$ cat src/rtl/pipelined_prefix_adder.sv
`default_nettype none
// +--------------------------------------------------------------------------+
// | pipelined_prefix_adder: elastic Sklansky adder/subtractor, ALU flags.      |
// | Optional signed saturation: define PREFIX_ADDER_SAT_EN.                    |
// | Revision: 1.0                                                            |
// +--------------------------------------------------------------------------+
module pipelined_prefix_adder #(
  parameter int WIDTH  = 32,
  parameter int STAGES = 2
) (
  input  logic             clk,
  input  logic             rst_n,
  input  logic             flush,
  input  logic             in_valid,
  output logic             in_ready,
  input  logic [WIDTH-1:0] a,
  input  logic [WIDTH-1:0] b,
  input  logic             cin,
  input  logic [1:0]       op,
  input  logic             sat,
  output logic             out_valid,
  input  logic             out_ready,
  output logic [WIDTH-1:0] result,
  output logic             carry_out,
  output logic             overflow,
  output logic             negative,
  output logic             zero
);

  localparam int LEVELS = $clog2(WIDTH);
  localparam int MID    = (STAGES > 1) ? STAGES - 1 : 1;

  typedef struct packed {
    logic [WIDTH-1:0] x;
    logic [WIDTH-1:0] g;
    logic [WIDTH-1:0] p;
    logic             a_msb;
    logic             c0;
`ifdef PREFIX_ADDER_SAT_EN
    logic             sat;
`endif
  } stage_t;

  // Prefix level l is evaluated in the gap feeding rank level_gap(l)+1.
  function automatic int level_gap(input int l);
    return ((l - 1) * STAGES) / LEVELS;
  endfunction

  logic [STAGES-1:0] r_valid;
  logic [STAGES-1:0] w_load;
  logic [STAGES-1:0] w_src_valid;
  logic              w_chain;
  logic              w_accept;
  logic [WIDTH-1:0]  w_b_eff;
  logic              w_c0;
  stage_t            w_first;
  stage_t            w_out   [STAGES];
  stage_t            r_stage [MID];
  stage_t            w_last;
  logic [WIDTH-1:0]  w_raw;
  logic [WIDTH-1:0]  w_final;
  logic              w_cout;
  logic              w_ovf;
  logic [WIDTH-1:0]  r_result;
  logic              r_cout;
  logic              r_ovf;
  logic              r_neg;
  logic              r_zero;

  // Carry-in is folded into bit 0's generate so the tree yields c[i+1] = G[i:0].
  always_comb begin
    w_b_eff        = op[0] ? ~b : b;
    w_c0           = op[1] ? cin : op[0];
    w_first        = '0;
    w_first.x      = a ^ w_b_eff;
    w_first.g      = a & w_b_eff;
    w_first.p      = a | w_b_eff;
    w_first.g[0]   = w_first.g[0] | (w_first.p[0] & w_c0);
    w_first.a_msb  = a[WIDTH-1];
    w_first.c0     = w_c0;
`ifdef PREFIX_ADDER_SAT_EN
    w_first.sat    = sat;
`endif
  end

`ifndef PREFIX_ADDER_SAT_EN
  logic w_unused_sat;
  assign w_unused_sat = sat;
`endif

  always_comb begin
    for (int j = 0; j < STAGES; j++) begin
      w_out[j] = (j == 0) ? w_first : r_stage[(j == 0) ? 0 : j - 1];
      for (int l = 1; l <= LEVELS; l++) begin
        if (level_gap(l) == j) begin
          for (int i = 0; i < WIDTH; i++) begin
            if (((i >> (l - 1)) & 1) == 1) begin
              w_out[j].g[i] = w_out[j].g[i] |
                              (w_out[j].p[i] & w_out[j].g[((i >> (l - 1)) << (l - 1)) - 1]);
              w_out[j].p[i] = w_out[j].p[i] & w_out[j].p[((i >> (l - 1)) << (l - 1)) - 1];
            end
          end
        end
      end
    end
  end

  assign w_last = w_out[STAGES-1];
  assign w_raw  = w_last.x ^ {w_last.g[WIDTH-2:0], w_last.c0};
  assign w_cout = w_last.g[WIDTH-1];
  assign w_ovf  = (w_last.a_msb == (w_last.x[WIDTH-1] ^ w_last.a_msb)) &&
                  (w_raw[WIDTH-1] != w_last.a_msb);

  always_comb begin
    w_final = w_raw;
`ifdef PREFIX_ADDER_SAT_EN
    if (w_last.sat && w_ovf) begin
      w_final = w_last.a_msb ? {1'b1, {(WIDTH-1){1'b0}}} : {1'b0, {(WIDTH-1){1'b1}}};
    end
`endif
  end

  // A rank loads when it or any rank downstream of it has a free slot.
  always_comb begin
    w_chain = out_ready;
    w_load  = '0;
    for (int k = STAGES - 1; k >= 0; k--) begin
      w_chain   = w_chain | ~r_valid[k];
      w_load[k] = w_chain;
    end
  end

  assign in_ready    = rst_n & w_load[0] & ~flush;
  assign w_accept    = in_valid & in_ready;
  assign w_src_valid = STAGES'({r_valid, w_accept});

  always_ff @(posedge clk or negedge rst_n) begin
    if (!rst_n) begin
      r_valid <= '0;
    end else if (flush) begin
      r_valid <= '0;
    end else begin
      r_valid <= (w_load & w_src_valid) | (~w_load & r_valid);
    end
  end

  always_ff @(posedge clk or negedge rst_n) begin
    if (!rst_n) begin
      for (int k = 0; k < MID; k++) begin
        r_stage[k] <= '0;
      end
    end else if (!flush) begin
      for (int k = 0; k < STAGES - 1; k++) begin
        if (w_load[k] && w_src_valid[k]) begin
          r_stage[k] <= w_out[k];
        end
      end
    end
  end

  always_ff @(posedge clk or negedge rst_n) begin
    if (!rst_n) begin
      r_result <= '0;
      r_cout   <= 1'b0;
      r_ovf    <= 1'b0;
      r_neg    <= 1'b0;
      r_zero   <= 1'b0;
    end else if (!flush && w_load[STAGES-1] && w_src_valid[STAGES-1]) begin
      r_result <= w_final;
      r_cout   <= w_cout;
      r_ovf    <= w_ovf;
      r_neg    <= w_final[WIDTH-1];
      r_zero   <= (w_final == '0);
    end
  end

  assign out_valid = r_valid[STAGES-1];
  assign result    = r_result;
  assign carry_out = r_cout;
  assign overflow  = r_ovf;
  assign negative  = r_neg;
  assign zero      = r_zero;

endmodule
`default_nettype wire
$ cat config.mk
export PLATFORM = sky130hd
export DESIGN_NAME = pipelined_prefix_adder
export DESIGN_NICKNAME = d
export VERILOG_FILES = /design/src/rtl/pipelined_prefix_adder.sv
export SDC_FILE = /design/constraint.sdc
export NUM_CORES = 1
export LEC_CHECK = 0
export CORE_UTILIZATION = 50
export CTS_CLUSTER_DIAMETER = 100
export DETAILED_ROUTE_END_ITERATION = 8
export PLACE_DENSITY_LB_ADDON = 0.3
export SYNTH_ARGS = -nofsm -noshare
export SYNTH_HDL_FRONTEND = slang
export SYNTH_SLANG_ARGS = --single-unit
$ cat constraint.sdc
create_clock -name clk -period 5.7 [get_ports clk]
set_input_delay 0.855 -clock clk [delete_from_list [all_inputs] [get_ports clk]]
set_output_delay 0.855 -clock clk [all_outputs]
set_load 0.05 [all_outputs]
# Yosys cells after proc, flatten, opt, wreduce, memory -nomap -nowiden
# Index checks and enable logic that the tools add are counted.
# Widths: inputs -> output; s select.
[classes]
add_sub_neg = 0
mul = 0
div = 0
magnitude_cmp = 0
eq_ne = 2
n_shift = 0
mux = 3
bitwise = 236
reduce_logical = 7
[ops]
columns = ["operator", "n"]
rows = [
  ["$and 1x1->1", 140],
  ["$or 1x1->1", 83],
  ["$xor 32x32->32", 2],
  ["$and 32x32->32", 1],
  ["$logic_not 32->1", 1],
  ["$mux 32", 1],
  ["$not 32->32", 1],
  ["$or 32x32->32", 1],
  ["$and 2x2->2", 2],
  ["$logic_and 1x1->1", 4],
  ["$not 1->1", 3],
  ["$mux 2", 1],
  ["$not 2->2", 1],
  ["$or 2x2->2", 1],
  ["$reduce_and 2->1", 1],
  ["$eq 1x1->1", 1],
  ["$logic_not 1->1", 1],
  ["$mux 1", 1],
  ["$ne 1x1->1", 1],
  ["$xor 1x1->1", 1],
]
[totals]
register_bits = 136
latchBits = 0
ramBits = 0
romBits = 0
input_bits = 73
out_inout_bits = 38
memories = 0

# Logic depth before layout (Yosys ltp)
# Gate-level depths: netlist (run 1).
[depth]
ltp_word = 11
depth_mapped = 11
depth_no_buf = 9

# Least setup slack after synthesis (run 1)
# No wires, ideal clock.
[synth_timing]
path_kind = "input -> register"
from = "input port op[0]"
to = "register r_stage[16] (netlist bit)"
arrival_ns = 2.975
required_ns = 5.635
slack_ns = 2.660
path_stages = 8
cell_sequence = "clkbuf_1 buf_1 xor2_1 inv_1 ha_1 or4_1 nor4_1 mux2_2"
[synth_via]
elab_chain_cells = 5
word_cells_on_any_way = 8
classes_between = "mux (1); bitwise (7)"
[synth_lines]
columns = ["item", "line", "text"]
rows = [
  ["start: declaration", "19", "input logic [1:0] op,"],
  ["$mux 32 (*)", "72", "w_b_eff = op[0] ? ~b : b;"],
  ["$or 32x32->32 (*)", "77", "w_first.p = a | w_b_eff;"],
  ["$and 1x1->1 (2 in a row)", "100", "w_out[j].p[i] = w_out[j].p[i] & w_out[j].p[((i >> (l - 1)) << (l - 1)) - 1];"],
  ["$and 1x1->1 (*)", "100", ""],
  ["end signal: indexed assignment", "155", "r_stage[k] <= w_out[k];"],
  ["end: declaration", "58", "stage_t r_stage [MID];"],
]
# Mark *: on every way between the ends. The rest lies on a longest branch, timed or not.
# A chain may end at the register's enable or synchronous reset.

# Final worst setup path (run 1)
[layout_timing]
from = "input port out_ready"
to = "output port in_ready"
[layout_via]
elab_chain_cells = 4
[layout_lines]
columns = ["item", "line", "text"]
rows = [
  ["start: declaration", "22", "input logic out_ready,"],
  ["$or 1x1->1 (2 in a row)", "128", "w_chain = w_chain | ~r_valid[k];"],
  ["$and 1x1->1 (2 in a row)", "133", "assign in_ready = rst_n & w_load[0] & ~flush;"],
  ["end: declaration", "15", "output logic in_ready,"],
]
# Every way passes these cells.

==> results.py, run 1 <==
metrics = {
    "run_status": {
        "outcome": "completed",
    },
    "placement": {
        "dpl.hpwl_um": 11100,
        "place_inst": 1020,
        "gp_congestion": 0.862,
        "port_buffers": 109,
        "dp_worst_setup_slack_ps": 2180,
    },
    "floorplanning": {
        "fp-row-count": 42,
        "io_pins": 111,
        "die_w_um": 120,
        "die_y_um": 120,
        "initial_utilization_pct": 51.7,
        "core_area_um2": 13400,
        "dieArea_um2": 14300,
    },
    "global_route": {
        "grt.busiest_layer": "met2",
        "use_met3_pct": 4.33,
        "grt_first_pass_wirelength_um": 26400,
        "grt_max_degree": 72,
        "antenna_found_initial": 0,
        "grt_pass1_vias": 5564,
        "use_met2_pct": 39.1,
        "grtUsageMet1_pct": 30.6,
        "grt.overflow.total": 0,
        "track_usage_pct": 23.4,
    },
    "clocking": {
        "cts_root_buf": "clkbuf_16",
        "cts.sinks": 127,
        "tritoncts": "built",
        "htreeDepth": 4,
        "postCtsSetupBuffers": 0,
        "clk_pin_slew_ps": 60,
        "clockBufferDepth": 2,
        "cts_made_buffers": 17,
        "cts.hold.buffers_added": 0,
        "clkLatencyLatePin_ps": 410,
        "cts_resized": 0,
    },
    "drt": {
        "drt_iter0_markers": 444,
        "dr.pass1.iters": 5,
        "vias": 5437,
        "vias_per_cell": 5.19,
        "drt_wl_total_um": 15600,
        "post-route-drc-count": 0,
        "post_drt_wl_per_cell_um": 14.9,
        "drt.antenna.violating_nets": 0,
    },
    "pwr": {
        "pwr_density_cell_nw_per_um2": 399,
        "p_leak_nw": 4.37,
        "vdd_drop_max_mv": 0.243,
    },
    "final_layout": {
        "final_core_util_pct": 64.8,
        "drive_gt1_share_pct": 5.28,
        "final_common_cell": "nand2_1",
        "layout.cells.non_filler": 1048,
        "syn_to_final_growth_pct": 25.3,
        "nets": 1000,
        "final_cell_mix": "209 x nand2_1, 127 x dfrtp_1, 107 x clkdlybuf4s50_1",
        "num_antenna_cells": 0,
    },
    "yosys": {
        "synthesis.area_per_instance_um2": 9.09,
        "synth_ff_type": "dfrtp_1",
        "syn_nets": 899,
        "netlist_area_um2": 6930,
        "ys_warn_count": 0,
        "synth-edff-count": 0,
        "ys_types": 48,
        "synth-seq-area-share_pct": 45.9,
        "async_flop_share_pct": 100,
        "netlist_instances": 762,
        "synth-seq-cells": 127,
    },
    "worst_setup_path": {
        "max_stage_delay_ps": 810,
        "worstPathRequired_ps": 4850,
        "critPathMaxFanout": 3,
        "reg2regPathDepth": 6,
        "critPathLaunchType": "input port",
        "cp_common_cell": "clkdlybuf4s50_1",
        "crit_type": "input port to output pin",
        "cp-end-kind": "output pin",
        "path_cells": "clkdlybuf4s50_1, nand3b_1, and3b_1, clkdlybuf4s50_1",
        "worst_path_max_delay_cell": "clkdlybuf4s50_1",
        "cp_data_arrival_time_ps": 2540,
    },
    "sta": {
        "timing.final.crit_share_pct": 59.6,
        "hold_viol": 0,
        "layout_setup_ws_ps": 2300,
        "timing.fmax_mhz": 295,
        "slew_headroom_pct": 32.2,
        "rsz0062_at_grt": "false",
        "period_needed_ps": 3400,
        "fin_setup_tns_ps": 0,
        "tightest_slew_ps": 1020,
        "slew_viol_final": 0,
        "finClkSkew_ps": 7.32,
        "setup_viol": 0,
    },
    "run": {
        "drv_cap": 0,
    },
    "hold_path": {
        "hp-class": "flip-flop to flip-flop",
        "worstHoldPathCells": 2,
    },
}
-- where the power goes --
part | total (mW) | internal [mW] | switching [mW]
clock | 1.02 | 0.652 | 0.372
combinational | 1.17 | 0.434 | 0.735
sequential | 1.27 | 1.12 | 0.147
-- critical path: cells and delay by family --
kind	cells	cell delay, ps
simple gates	2	380
buf+inv	2	1310
-- worst paths after layout --
path / startpoint / slack (ps) / endpoint
min in group asynchronous: rst_n / 710 / r_stage[44]
min reg2reg: result[22] / 470 / result[22]
max in group asynchronous: rst_n / 3700 / result[28]
max reg2reg: r_stage[41] / 2790 / zero
max: out_ready / 2300 / in_ready
min: result[22] / 470 / result[22]
-- logic make-up after synthesis --
kind of cell,after synthesis,synth area share [%]
AOI/OAI and AO/OA,123,11.1
xor gates and xnor gates,65,8.22
adders and majority gates,64,11.6
buffers and inverters,110,6.34
DFF,127,45.9
muxes,6,0.921
and+or+nand+nor,267,16.0
-- through the flow --
stage / hold WS, ps / area, um2 / power [mW]
2_1_floorplan: 444 / 6930 / 2.04
3_3_place_gp: 458 / 8130 / 2.41
3_5_place_dp: 467 / 8130 / 2.45
4_1_cts: 479 / 8680 / 3.47
5_1_grt: 496 / 8680 / 3.65
6_report: 474 / 8680 / 3.46
-- synthesized netlist by cell type, drive strengths merged, types with 2 or more instances --
library cell | count | area share, %
nand2b | 4 | 0.36
ha | 64 | 12
nor4 | 3 | 0.27
nor3 | 2 | 0.14
buf | 8 | 0.81
a21o | 4 | 0.43
o31ai | 8 | 0.87
nand4 | 4 | 0.36
or4 | 7 | 0.76
mux2i | 3 | 0.43
o21ai | 40 | 2.9
nor2b | 4 | 0.36
a21oi | 34 | 2.6
xor2 | 36 | 4.6
o21a | 2 | 0.22
mux2 | 3 | 0.49
inv | 76 | 4.1
clkbuf | 26 | 1.4
xnor2 | 29 | 3.7
nand3 | 2 | 0.14
o41ai | 7 | 0.99
nor2 | 24 | 1.3
a31oi | 6 | 0.54
o21bai | 9 | 0.98
dfrtp | 127 | 46
nand2 | 209 | 11
a22o | 4 | 0.51
-- routing by layer --
layer | wire length, um | part of all wire (%)
met5 | 0 | 0
met2 | 7660 | 49
met4 | 267 | 1.7
met1 | 6930 | 44
met3 | 765 | 4.9
-- registers in the layout (all words and copies together), names as in the netlist --
name       count
carry_out      1
negative       1
overflow       1
r_stage       90
r_valid        2
result        31
zero           1
-- cell type report --
type / instances / area, um2
fillers: 1091 / 4720
multi-input cells: 525 / 3310
flip-flops and latches: 127 / 3180
repair buffers: 116 / 1140
clock buffers: 20 / 457
inverters: 76 / 285
well taps: 176 / 220
clock inverters: 8 / 92.6
Power figures use the tool's default switching activity.
==> run 2, diff against run 1 <==
Settings changed: CORE_UTILIZATION 50 to 49.
Clock period 5.7 ns to 2.9 ns, I/O delays scaled along.
==> run 2 against run 1 <==
  * Register-to-register slack worse by 2400 ps
  * Global-route usage fell by 1.4 points
  * Wire length fell by 6.1%
  * Critical path depth grew 2
  * Sequential share of layout area fell by 0.57 points
  * Non-clock buffer count up 7
  * Critical path type is now flip-flop to flip-flop
  * Critical endpoint is now zero
==> results.py, run 2 (synthesis results as in run 1) <==
metrics = {
    "final_layout": {
        "largest_reg_flops": 90,
        "num_antenna_cells": 0,
        "ff_latch_area_um2": 3180,
        "multi_input_area_um2": 3310,
        "nets": 1007,
        "syn_to_final_growth_pct": 27.3,
        "final_cell_mix": "209 x nand2_1, 127 x dfrtp_1, 106 x clkdlybuf4s50_1",
        "design_area_um2": 8820,
        "final_common_cell": "nand2_1",
        "final_core_util_pct": 63.8,
        "n_fill_cell": 1147,
        "largest-register": "r_stage",
        "drive_gt1_share_pct": 6.00,
    },
    "floorplanning": {
        "die_y_um": 121,
        "fp-row-count": 43,
        "die_w_um": 121,
        "initial_utilization_pct": 50.1,
        "io_pins": 111,
        "dieArea_um2": 14600,
        "core_area_um2": 13800,
    },
    "clocking": {
        "htreeDepth": 4,
        "cts_root_buf": "clkbuf_16",
        "clkLatencyLatePin_ps": 420,
        "tritoncts": "built",
        "clk_pin_slew_ps": 50,
        "cts.sinks": 127,
        "cts_made_buffers": 17,
        "postCtsSetupBuffers": 0,
        "cts_resized": 0,
        "clockBufferDepth": 2,
    },
    "placement": {
        "port_buffers": 109,
        "gp_congestion": 0.779,
        "place_area_um2": 8230,
        "dpl.hpwl_um": 10500,
    },
    "drt": {
        "wl_met3_um": 608,
        "post-route-drc-count": 0,
        "vias": 5266,
        "highest_layer": "met4",
        "met2_length_um": 7030,
        "post_drt_wl_per_cell_um": 13.8,
        "dr.pass1.iters": 5,
        "drt_wl_total_um": 14700,
        "drt.antenna.violating_nets": 0,
        "drt-met1-wl_um": 6790,
        "drt_iter0_markers": 347,
        "vias_per_cell": 4.95,
    },
    "sta": {
        "hold_viol": 0,
        "timing.final.crit_share_pct": 86.8,
        "rsz0062_at_grt": "false",
        "period_needed_ps": 2520,
        "hold_slack_ps": 403,
        "setup_viol": 0,
        "finClkSkew_ps": 11.8,
        "fin_setup_tns_ps": 0,
        "timing.fmax_mhz": 397,
        "slew_viol_final": 0,
        "tightest_slew_ps": 661,
        "slew_headroom_pct": 56.0,
    },
    "global_route": {
        "antenna_found_initial": 0,
        "grt_pass1_vias": 5249,
        "grt_first_pass_wirelength_um": 24900,
        "track_usage_pct": 22.0,
        "grt.overflow.total": 0,
        "grt_max_degree": 119,
    },
    "worst_setup_path": {
        "cp_data_arrival_time_ps": 2830,
        "worstPathRequired_ps": 3220,
        "cp-end-kind": "flip-flop",
        "crit_type": "flip-flop to flip-flop",
        "critPathLaunchType": "flip-flop",
        "critPathMaxFanout": 8,
    },
    "pwr": {
        "vdd_drop_max_mv": 0.539,
        "pwr_density_cell_nw_per_um2": 779,
        "p_leak_nw": 4.44,
    },
    "run": {
        "drv_cap": 0,
    },
    "run_status": {
        "outcome": "completed",
    },
    "hold_path": {
        "hp-class": "input port to async pin",
    },
}
==> run 2: routing by layer <==
layer | up-vias | track usage, %
li1 | 2686 | -
met5 | - | 0
met2 | 109 | 35.9
met1 | 2453 | 28.8
met4 | 0 | 8.80
met3 | 18 | 4.14
==> run 2: critical path: stages (launching register included) <==
cell and delay, ps:
dfrtp_1 460, a21o_1 310, a21o_1 380, a21oi_1 150, xnor2_1 170, or4_1 590, o41ai_2 360
==> run 2: worst paths after layout <==
kind / start / end / slack (ps) / cells past startpoint
max in group asynchronous: rst_n / result[14] / 1620 / 3
max reg2reg: r_stage[41] / zero / 380 / 6
max: r_stage[41] / zero / 380 / 6
min in group clk: result[22] / result[22] / 470 / 2
min reg2reg: result[22] / result[22] / 470 / 2
min: rst_n / result[6] / 400 / 2
==> run 2: area by class of cell <==
type                       count  area share (%)
sequential                   127            36.0
clock buffer                  26            5.66
timing repair buffer         123            14.0
clock inverter                 6           0.908
tap                          180            2.55
multi-input combinational    525            37.5
inverter                      76            3.24
==> run 2: what timing repair did <==
| action | in CTS | in global routing |
|---|---|---|
| setup endpoints to repair | 0 | 0 |
| hold buffers | 1 | 0 |
| hold endpoints to repair | 9 | 0 |
==> run 2: through the flow <==
step                      std cells  power (mW)  setup slack (ps)
after floorplan                 762        4.01               280
after global placement         1030        4.78              95.1
after detailed placement       1030        4.83              33.0
after CTS                      1063        6.91               344
after global routing           1063        7.25               221
final                          1063        6.87               382
==> run 2: report_power, final <==
group          switching, mW  leakage (nW)  internal [mW]
logic                   1.44          2.56          0.876
registers              0.271          1.59           2.21
clock network          0.723         0.288           1.35
total                   2.43          4.44           4.43
